===== config.mk =====
export PLATFORM = sky130hd
export DESIGN_NAME = hazard_unit_flat
export DESIGN_NICKNAME = d
export VERILOG_FILES = /design/src/rtl/hazard_unit_if.sv /design/src/rtl/hazard_unit.sv /design/src/flat_wrapper.sv
export SDC_FILE = /design/constraint.sdc
export NUM_CORES = 1
export LEC_CHECK = 0
export ABC_AREA = 0
export CELL_PAD_IN_SITES_DETAIL_PLACEMENT = 0
export CELL_PAD_IN_SITES_GLOBAL_PLACEMENT = 1
export CORE_ASPECT_RATIO = 1.5
export CORE_UTILIZATION = 33
export DETAILED_ROUTE_END_ITERATION = 6
export PLACE_DENSITY = 0.83
export SLEW_MARGIN = 20
export SYNTH_ARGS = -nofsm -noshare
export SYNTH_HDL_FRONTEND = slang
export SYNTH_SLANG_ARGS = --single-unit

===== constraint.sdc =====
create_clock -name clock -period 2.4 [get_ports clock]
set_input_delay 0.48 -clock clock [delete_from_list [all_inputs] [get_ports clock]]
set_output_delay 0.48 -clock clock [all_outputs]
set_load 0.05 [all_outputs]

===== src/rtl/hazard_unit_if.sv =====
// Decode-side hazard/forwarding bundle shared by decode and the hazard unit.
// The master end is decode: it presents the instruction fields and consumes the
// forwarding selects and stall/flush controls.
interface hazard_unit_if #(
  parameter int unsigned REG_ADDR_W = 5
);

  // Decode instruction fields
  logic [REG_ADDR_W-1:0] rs_d;
  logic [REG_ADDR_W-1:0] rt_d;
  logic                  uses_rs_d;
  logic                  uses_rt_d;
  logic                  reg_write_d;
  logic                  mem_to_reg_d;
  logic [REG_ADDR_W-1:0] write_reg_d;
  logic                  branch_taken_d;
  logic                  jump_d;
  logic                  muldiv_start_d;
  logic                  hilo_read_d;

  // Hazard controls back to the pipeline
  logic [1:0]            sel_a_d;
  logic [1:0]            sel_b_d;
  logic                  stall_f;
  logic                  stall_d;
  logic                  flush_d;
  logic                  flush_e;
  logic                  muldiv_busy;

  modport master (
    output rs_d,
    output rt_d,
    output uses_rs_d,
    output uses_rt_d,
    output reg_write_d,
    output mem_to_reg_d,
    output write_reg_d,
    output branch_taken_d,
    output jump_d,
    output muldiv_start_d,
    output hilo_read_d,
    input  sel_a_d,
    input  sel_b_d,
    input  stall_f,
    input  stall_d,
    input  flush_d,
    input  flush_e,
    input  muldiv_busy
  );

  modport slave (
    input  rs_d,
    input  rt_d,
    input  uses_rs_d,
    input  uses_rt_d,
    input  reg_write_d,
    input  mem_to_reg_d,
    input  write_reg_d,
    input  branch_taken_d,
    input  jump_d,
    input  muldiv_start_d,
    input  hilo_read_d,
    output sel_a_d,
    output sel_b_d,
    output stall_f,
    output stall_d,
    output flush_d,
    output flush_e,
    output muldiv_busy
  );

endinterface


===== src/rtl/hazard_unit.sv =====
// Hazard and forwarding controller for the 5-stage core.
// Shadows the destination register of the instructions in E, M and W, and the
// hi/lo multiply/divide occupancy, so decode can pick forwarded operands and the
// pipeline knows when to stall, squash or bubble.
module hazard_unit #(
  parameter int unsigned MULDIV_LATENCY = 4,
  parameter int unsigned REG_ADDR_W     = 5
) (
  input  logic         clock,
  input  logic         reset,
  hazard_unit_if.slave hz
);

  localparam int unsigned CntW = $clog2(MULDIV_LATENCY + 1);

  // Forwarding select encoding
  localparam logic [1:0] SelRegFile = 2'd0;
  localparam logic [1:0] SelAluE    = 2'd1;
  localparam logic [1:0] SelAluM    = 2'd2;

  typedef struct packed {
    logic                  valid;
    logic                  reg_write;
    logic                  mem_to_reg;
    logic [REG_ADDR_W-1:0] write_reg;
  } entry_t;

  localparam entry_t EntryEmpty = '{
    valid:      1'b0,
    reg_write:  1'b0,
    mem_to_reg: 1'b0,
    write_reg:  '0
  };

  // Tracking state
  entry_t          e_q, e_d;
  entry_t          m_q, m_d;
  entry_t          w_q, w_d;
  logic [CntW-1:0] cnt_q, cnt_d;

  // Hazard terms
  logic match_e_rs, match_e_rt;
  logic match_m_rs, match_m_rt;
  logic load_stall;
  logic hilo_stall;
  logic stall;
  logic busy;

  // Register 0 is hard-wired, so a write to it never produces a hazard.
  function automatic logic entry_match(entry_t ent, logic [REG_ADDR_W-1:0] r);
    return ent.valid & ent.reg_write & (ent.write_reg == r) & (r != '0);
  endfunction

  // Destination-register matches against E and M for both decode sources.
  always_comb begin
    match_e_rs = hz.uses_rs_d & entry_match(e_q, hz.rs_d);
    match_e_rt = hz.uses_rt_d & entry_match(e_q, hz.rt_d);
    match_m_rs = hz.uses_rs_d & entry_match(m_q, hz.rs_d);
    match_m_rt = hz.uses_rt_d & entry_match(m_q, hz.rt_d);
  end

  // Stall decision: load data is only available from W, so a load in E or M
  // holds decode; a busy hi/lo unit holds any new mult/div or hi/lo read.
  always_comb begin
    load_stall = ((match_e_rs | match_e_rt) & e_q.mem_to_reg) |
                 ((match_m_rs | match_m_rt) & m_q.mem_to_reg);
    busy       = (cnt_q != '0);
    hilo_stall = busy & (hz.muldiv_start_d | hz.hilo_read_d);
    stall      = load_stall | hilo_stall;
  end

  // Forwarding selects, E has priority over M; W needs no forward because the
  // register file writes before it reads.
  always_comb begin
    hz.sel_a_d = SelRegFile;
    hz.sel_b_d = SelRegFile;
    if (match_e_rs && !e_q.mem_to_reg) begin
      hz.sel_a_d = SelAluE;
    end else if (match_m_rs && !m_q.mem_to_reg) begin
      hz.sel_a_d = SelAluM;
    end
    if (match_e_rt && !e_q.mem_to_reg) begin
      hz.sel_b_d = SelAluE;
    end else if (match_m_rt && !m_q.mem_to_reg) begin
      hz.sel_b_d = SelAluM;
    end
  end

  // Pipeline control outputs. A stalled branch may be comparing stale operands,
  // so its flush waits until the stall clears.
  always_comb begin
    hz.stall_f     = stall;
    hz.stall_d     = stall;
    hz.flush_e     = stall;
    hz.flush_d     = (hz.branch_taken_d | hz.jump_d) & ~stall;
    hz.muldiv_busy = busy;
  end

  // Next state: M and W keep draining during a stall, E takes a bubble.
  always_comb begin
    w_d = m_q;
    m_d = e_q;
    e_d = EntryEmpty;
    if (!stall) begin
      e_d.valid      = 1'b1;
      e_d.reg_write  = hz.reg_write_d;
      e_d.mem_to_reg = hz.mem_to_reg_d;
      e_d.write_reg  = hz.write_reg_d;
    end

    cnt_d = cnt_q;
    if (hz.muldiv_start_d && !stall) begin
      cnt_d = CntW'(MULDIV_LATENCY);
    end else if (cnt_q != '0) begin
      cnt_d = cnt_q - CntW'(1);
    end
  end

  // State register with synchronous reset taking priority over everything.
  always_ff @(posedge clock) begin
    if (reset) begin
      e_q   <= EntryEmpty;
      m_q   <= EntryEmpty;
      w_q   <= EntryEmpty;
      cnt_q <= '0;
    end else begin
      e_q   <= e_d;
      m_q   <= m_d;
      w_q   <= w_d;
      cnt_q <= cnt_d;
    end
  end

  // W is tracked for completeness of the pipeline shadow but needs no action.
  logic unused_w;
  assign unused_w = ^w_q;

endmodule

===== src/flat_wrapper.sv =====
// flat-port wrapper written by rule: the top's interface ports become plain ports
module hazard_unit_flat 
#(
  parameter int unsigned MULDIV_LATENCY = 4,
  parameter int unsigned REG_ADDR_W     = 5
)
  (clock, reset, hz_rs_d, hz_rt_d, hz_uses_rs_d, hz_uses_rt_d, hz_reg_write_d, hz_mem_to_reg_d, hz_write_reg_d, hz_branch_taken_d, hz_jump_d, hz_muldiv_start_d, hz_hilo_read_d, hz_sel_a_d, hz_sel_b_d, hz_stall_f, hz_stall_d, hz_flush_d, hz_flush_e, hz_muldiv_busy);
  hazard_unit_if #(.REG_ADDR_W(REG_ADDR_W)) hz_i ();
  input  logic clock;
  input  logic reset;
  input wire logic [$bits(hz_i.rs_d)-1:0] hz_rs_d;
  input wire logic [$bits(hz_i.rt_d)-1:0] hz_rt_d;
  input wire logic [$bits(hz_i.uses_rs_d)-1:0] hz_uses_rs_d;
  input wire logic [$bits(hz_i.uses_rt_d)-1:0] hz_uses_rt_d;
  input wire logic [$bits(hz_i.reg_write_d)-1:0] hz_reg_write_d;
  input wire logic [$bits(hz_i.mem_to_reg_d)-1:0] hz_mem_to_reg_d;
  input wire logic [$bits(hz_i.write_reg_d)-1:0] hz_write_reg_d;
  input wire logic [$bits(hz_i.branch_taken_d)-1:0] hz_branch_taken_d;
  input wire logic [$bits(hz_i.jump_d)-1:0] hz_jump_d;
  input wire logic [$bits(hz_i.muldiv_start_d)-1:0] hz_muldiv_start_d;
  input wire logic [$bits(hz_i.hilo_read_d)-1:0] hz_hilo_read_d;
  output wire logic [$bits(hz_i.sel_a_d)-1:0] hz_sel_a_d;
  output wire logic [$bits(hz_i.sel_b_d)-1:0] hz_sel_b_d;
  output wire logic [$bits(hz_i.stall_f)-1:0] hz_stall_f;
  output wire logic [$bits(hz_i.stall_d)-1:0] hz_stall_d;
  output wire logic [$bits(hz_i.flush_d)-1:0] hz_flush_d;
  output wire logic [$bits(hz_i.flush_e)-1:0] hz_flush_e;
  output wire logic [$bits(hz_i.muldiv_busy)-1:0] hz_muldiv_busy;
  assign hz_i.rs_d = hz_rs_d;
  assign hz_i.rt_d = hz_rt_d;
  assign hz_i.uses_rs_d = hz_uses_rs_d;
  assign hz_i.uses_rt_d = hz_uses_rt_d;
  assign hz_i.reg_write_d = hz_reg_write_d;
  assign hz_i.mem_to_reg_d = hz_mem_to_reg_d;
  assign hz_i.write_reg_d = hz_write_reg_d;
  assign hz_i.branch_taken_d = hz_branch_taken_d;
  assign hz_i.jump_d = hz_jump_d;
  assign hz_i.muldiv_start_d = hz_muldiv_start_d;
  assign hz_i.hilo_read_d = hz_hilo_read_d;
  assign hz_sel_a_d = hz_i.sel_a_d;
  assign hz_sel_b_d = hz_i.sel_b_d;
  assign hz_stall_f = hz_i.stall_f;
  assign hz_stall_d = hz_i.stall_d;
  assign hz_flush_d = hz_i.flush_d;
  assign hz_flush_e = hz_i.flush_e;
  assign hz_muldiv_busy = hz_i.muldiv_busy;
  hazard_unit #(.MULDIV_LATENCY(MULDIV_LATENCY), .REG_ADDR_W(REG_ADDR_W)) u_core (.clock(clock), .reset(reset), .hz(hz_i));
endmodule

[Word-level counts from Yosys, hierarchy flattened]
Cells that the tools add are included.
Storage, ports and cells
  bits in registers: 19
  input port bits: 25
  word-level logic and storage cells: 61
Cells by class
  $add $sub $neg: 1
  equal/unequal tests: 4
  muxes and demuxes: 7
  bitwise gates (word level): 25
  reductions and logical operators: 14
Operator list (number)
  equality test 5 bit: 4
  AND 1 bit: 18
  nonzero test 5 bit: 2
  two-way mux 2 bit: 4
  two-way mux 8 bit: 1
  two-way mux 3 bit: 2
  OR 1 bit: 6
  logical AND 1 bit: 5
  OR reduction 2 bit: 2
  zero test 1 bit: 3
  nonzero test 3 bit: 1
  subtractor 3 x 1 -> 3 bit (second input constant): 1
  nonzero test 2 bit: 1
  inverter 1 bit: 1

[Depth between registers and ports, before layout]
Gate-level depths: netlist of the first run.
  depth after elaboration: 11
  mapped depth: 6

[Worst setup path before layout of the first run]
Ideal clock, no wire load.
  path kind: input-to-output
  from: input port hz_rs_d[2]
  to: output port hz_sel_a_d[1]
  arrival time: 2.987 ns
  data required time: 1.920 ns
  setup slack: -1.067 ns
  stages on the path: 4
  cells stage by stage: xnor2_1 -> nand4_1 -> nor4_1 -> nor3b_1
Between the ends
  longest elaborated chain between the ends: 7
  elaborated cells between the ends (all ways): 13
  classes of those cells: 2 x eq/ne; 2 x mux; 6 x bitwise; 3 x reduce/logical
RTL lines
  start, declared: RTL line flat_wrapper.sv:11  | input wire logic [$bits(hz_i.rs_d)-1:0] hz_rs_d;
  equality test 5 bit: RTL line hazard_unit.sv:51  | return ent.valid & ent.reg_write & (ent.write_reg == r) & (r != '0);
  AND 1 bit (2 in series): RTL line hazard_unit.sv:51
  AND 1 bit: RTL line hazard_unit.sv:58  | match_m_rs = hz.uses_rs_d & entry_match(m_q, hz.rs_d);
  logical AND 1 bit: RTL line hazard_unit.sv:79  | end else if (match_m_rs && !m_q.mem_to_reg) begin
  two-way mux 2 bit: RTL line hazard_unit.sv:79
  two-way mux 2 bit (*): RTL line hazard_unit.sv:77  | if (match_e_rs && !e_q.mem_to_reg) begin
  end, declared: RTL line flat_wrapper.sv:22  | output wire logic [$bits(hz_i.sel_a_d)-1:0] hz_sel_a_d;
Mark *: on every way between the ends. The rest lies on a longest branch, timed or not.

[Worst setup path in the final report of the first run]
  from: input port hz_rt_d[3]
  to: output port hz_flush_d
Between the ends
  longest elaborated chain between the ends: 10
  elaborated cells between the ends (all ways): 17
  classes of those cells: 2 x eq/ne; 14 x bitwise; 1 x reduce/logical
RTL lines
  start, declared: RTL line flat_wrapper.sv:12  | input wire logic [$bits(hz_i.rt_d)-1:0] hz_rt_d;
  equality test 5 bit: RTL line hazard_unit.sv:51
  AND 1 bit (2 in series): RTL line hazard_unit.sv:51
  AND 1 bit, on equally long branches: RTL line hazard_unit.sv:57, hazard_unit.sv:59
  OR 1 bit, on equally long branches: RTL line hazard_unit.sv:65, hazard_unit.sv:66
  AND 1 bit, on equally long branches: RTL line hazard_unit.sv:65, hazard_unit.sv:66
  OR 1 bit (*): RTL line hazard_unit.sv:65  | load_stall = ((match_e_rs | match_e_rt) & e_q.mem_to_reg) |
  OR 1 bit (*): RTL line hazard_unit.sv:69  | stall = load_stall | hilo_stall;
  inverter 1 bit (*): RTL line hazard_unit.sv:95  | hz.flush_d = (hz.branch_taken_d | hz.jump_d) & ~stall;
  AND 1 bit (*): RTL line hazard_unit.sv:95
  end, declared: RTL line flat_wrapper.sv:26  | output wire logic [$bits(hz_i.flush_d)-1:0] hz_flush_d;
Marked as above.

==> results of run 1 <==
## per-layer routing
layer / vias up / share of wire (%) / global-route usage (%)
li1: 460 / - / -
met1: 429 / 37 / 18.5
met3: 8 / 3.1 / 2.33
met2: 26 / 56 / 28.6
met5: - / 0 / 0
met4: 0 / 3.9 / 10.5
## synth_stat cells
cell | n | area, sq um
nand4_1 | 4 | 25.0
nor4_2 | 1 | 12.5
o21ai_4 | 2 | 32.5
nor3_1 | 3 | 15.0
a311oi_1 | 1 | 8.76
nand2_1 | 2 | 7.51
a21oi_1 | 2 | 10.0
buf_4 | 2 | 15.0
nor4_1 | 3 | 18.8
or2_2 | 1 | 6.26
nor3b_1 | 2 | 15.0
or4_4 | 1 | 11.3
clkbuf_1 | 2 | 7.51
xnor2_1 | 18 | 158
nor3b_2 | 7 | 87.6
nor2_1 | 5 | 18.8
nand3_1 | 2 | 10.0
o211ai_4 | 1 | 21.3
xor2_1 | 2 | 17.5
ha_1 | 3 | 37.5
a311o_1 | 2 | 20.0
or4_1 | 1 | 7.51
o21ai_2 | 2 | 17.5
inv_1 | 5 | 18.8
nor2b_1 | 8 | 50.1
dfxtp_1 | 19 | 380
## timing repair
item                                    CTS  global route
gates resized for setup                  45             9
endpoints found under the setup margin    8             8
buffers inserted                          3             0
pin swaps                                14            14
## worst max path at each step
stage / startpoint / endpoint / slack (ns)
after CTS: hz_rs_d[2] / hz_flush_d / -0.13
after detailed placement: hz_rt_d[0] / hz_flush_d / -0.40
after global routing: hz_rs_d[1] / hz_flush_d / -0.15
final: hz_rt_d[3] / hz_flush_d / -0.09
after floorplan: hz_rt_d[0] / hz_flush_d / -0.20
after global placement: hz_rs_d[0] / hz_flush_d / -0.38
## where the power goes
| group | leakage (nW) | switching, mW | total (mW) | internal, mW |
|---|---|---|---|---|
| Sequential | 0.156 | 0.0532 | 0.434 | 0.381 |
| Clock | 0.0228 | 0.0986 | 0.217 | 0.118 |
| Combinational | 0.485 | 0.435 | 0.764 | 0.329 |
## stage by stage
step                power [mW]  hold slack [ns]
CTS                       1.43            0.485
global route              1.50            0.501
global placement          1.15            0.468
finish                    1.41            0.485
detailed placement        1.17            0.474
floorplan                0.940            0.459
## registers in the layout, summed over array words and instances, names as in the netlist
signal / count
u_core.m_q: 8
u_core.cnt_q: 3
u_core.e_q: 8
## cell usage in the layout (no fill, tap or decap), drive strengths merged
cell type	synthesis	final
or4	2	2
a21oi	2	2
dfxtp	19	19
o211ai	1	1
nand2	2	2
nor2	5	5
clkbuf	2	6
dlygate4sd2	0	2
clkdlybuf4s15	0	2
inv	5	5
xnor2	18	18
xor2	2	2
nand3	2	2
buf	2	37
a311o	2	2
nor2b	8	8
a311oi	1	1
clkdlybuf4s50	0	13
nor4	4	4
nand4	4	4
nor3	3	3
o21ai	4	4
nor3b	9	9
ha	3	3
or2	1	1
## cells by family (layout without fill, tap and decap cells)
family                     Yosys count  in the layout  synth area share (%)
AOI/OAI and AO/OA                   10             10                  10.7
xor gates and xnor gates            20             20                  17.0
adders and majority gates            3              3                  3.65
buffers and inverters                9             65                  4.01
DFF                                 19             19                  36.9
and+or+nand+nor                     40             40                  27.7
## cell type report
| cell class | count | area, sq um | share of cell area (%) |
|---|---|---|---|
| Clock buffer | 4 | 45.0 | 2.54 |
| Inverter | 5 | 18.8 | 1.06 |
| Multi-Input combinational cell | 73 | 722 | 40.7 |
| Sequential cell | 19 | 380 | 21.5 |
| Tap cell | 39 | 48.8 | 2.75 |
| Timing Repair Buffer | 56 | 558 | 31.5 |
## worst reg2reg max path: cells and delay by family (launching register included)
kind / cells / cell delay, ns
AO/OA/AOI/OAI: 3 / 0.55
AND/OR/NAND/NOR: 2 / 0.49
flip-flops: 1 / 0.39
buffers and inverters: 2 / 0.27
XOR/XNOR: 1 / 0.14
==> flow_results.org, run 1 <==
** Run status
- Result of the run :: finished with violations
- The checks that failed: negative setup slack.

** Job
- Count of maximum capacitance violations :: 0

** Global routing
- Wire length of the first global-routing pass :: 4.02 mm
- Pin count of the biggest net entering global routing :: 20
- Via count of the first global-routing pass :: 958
- Overall global routing resource usage :: 17.0%
- The initial antenna violation count is 0.
- For this run the aggregate overflow at the end of global routing stands at 0.

** Min path
- Worst Hold Path EP :: u_core.m_q[6]$_SDFF_PP0_
- The worst hold path belongs to the class flop to flop.
- The worst hold path begins at u_core.e_q[6]$_SDFF_PP0_.
- Counting instances, the worst hold path has a depth of 1.

** Worst setup path
- Required time of the critical path :: 1.92 ns
- The setup check on the worst reg-to-reg path leaves a slack of 0.50 ns.
- Cell with the biggest individual delay on the critical path :: or4_4
- Maximum single-stage delay on the critical path :: 0.54 ns
- Count of cells along the worst register-to-register path :: 8
- Critical path peak fanout :: 5
- In this design, the largest share of critical-path delay is due to simple AND/OR/NAND/NOR gates.
- The endpoint identified for the worst register-to-register timing path is u_core.cnt_q[1]$_SDFFE_PP0P_.
- The worst setup path is captured at an output pin.
- Combined buffer and inverter count along the critical path :: 2
- Critical setup path kind :: primary input to output pin
- Data arrives at the worst endpoint at 2.01 ns.
- Startpoint kind of the worst setup timing path :: primary input
- The startpoint identified for the worst register-to-register timing path is u_core.m_q[3]$_SDFF_PP0_.
- Most frequent cell on the critical path :: o21ai_4
- Logic depth of the worst path, buffers included :: 8
- Ordered cell list for the critical path :: buf_6, or4_4, o21ai_4, nor3_2, o21ai_4, o211ai_4, nor2_4, buf_12

** Clocking
- Buffers inserted to repair hold after CTS numbered 0.
- In this run, CTS created clock tree buffers numbering 3.
- Clock edge transition at the registers on the reported setup and hold paths :: 0.06 ns
- Clock tree from TritonCTS :: done
- Max Root-Sink Buffers :: 2
- In this run the number of H-tree levels came out at 1.
- Source-to-sink clock delay at the later pin of the worst-skew pair :: 0.26 ns
- CTS placed an instance of clkbuf_8 at the clock tree root.
- CTS saw 19 sinks.

** Placement
- Final RePlAce weighted congestion :: 0.858
- Detailed-placement wirelength estimate :: 2.05 mm
- Worst Setup Slack post-DPL :: -0.400 ns
- The placed instances occupy a cell area of 1630 sq um.
- Inst Count DP :: 191
- During placement, the flow inserted port buffers numbering 33.

** Logic synthesis
- In this run the mean area of a mapped cell was 10.2 sq um.
- Cells after synthesis :: 101
- Synthesis inferred 19 register bits.
- The number of nets in the synthesized netlist is 129.
- During synthesis, Yosys emitted a total of 0 warnings.
- The share of the Yosys chip area taken by registers is 36.9%.
- The synthesized netlist occupies a cell area of 1030 sq um.
- After synthesis, the netlist uses 26 different library cells.

** Pwr
- Worst supply voltage drop on vdd :: 0.776 mV
- Summed over all cells, the static leakage comes to 0.664 nW.
- Power spread over the standard cell area amounts to 798 nW/um^2.

** STA
- Setup violations remaining at the end of the flow were counted as 5.
- After layout, the worst setup slack is -0.0919 ns.
- Total count of hold-check failures in the final report :: 0
- RSZ-0062 raised after global routing :: yes
- For the final database, setup skew stands at 0.00198 ns.
- Post-layout minimum cycle time :: 2.49 ns
- Summed over all failing endpoints, the final setup total negative slack is -0.133 ns.
- The final number of max-transition violations came to 0.
- For the pin with the worst max-slew slack, the measured transition is 0.313 ns.
- Post-route fraction of the period consumed by the critical path :: 104%
- Measured against its own limit, the worst slew margin works out to 79.1%.
- Max Clk Rate :: 401 MHz

** Floorplan
- Initial core utilization :: 35.0%
- Standard-cell row count :: 24
- In this run the standard cell core region covers 2940 sq um.
- Measured along the y axis, the die boundary spans 70.4 um.
- Pin placement for this block handled 34 I/O pins.
- The floorplan step defined a die boundary enclosing 3350 sq um.
- Overall die width :: 47.6 um

** Cells and area
- Utilization after layout :: 60.2%
- Compared with the post-synthesis result, the final layout area differs by 72.2%.
- Post-route standard cell area excluding fillers :: 1770 sq um
- 0 antenna diodes ended up in the layout.
- The layout has 257 filler cells.
- The count of cells in the finished layout, fillers not included, comes to 196.
- The post-route netlist has 43.3% of its cells at a drive strength greater than 1.
- Final net count :: 186

** Routing
- In this run the remaining antenna-violating nets after routing total 0.
- The routed layout has 923 vias.
- Post-detailed-route wirelength per cell :: 12.3 um
- DRC violations left :: 0
- Via count normalized by instance count :: 4.71
- After the first detailed-routing iteration, the DRC count stood at 4.
- Number of optimization iterations in the first detailed-route pass :: 3
- After detailed routing, the total wire length is 2.42 mm.
Power figures use the tool's default switching activity.
==> run 2, diff against run 1 <==
Settings changed: TNS_END_PERCENT from default to 100.
==> results of run 2 <==
No change in the layout: final DEF, timing and power equal those of run 1.
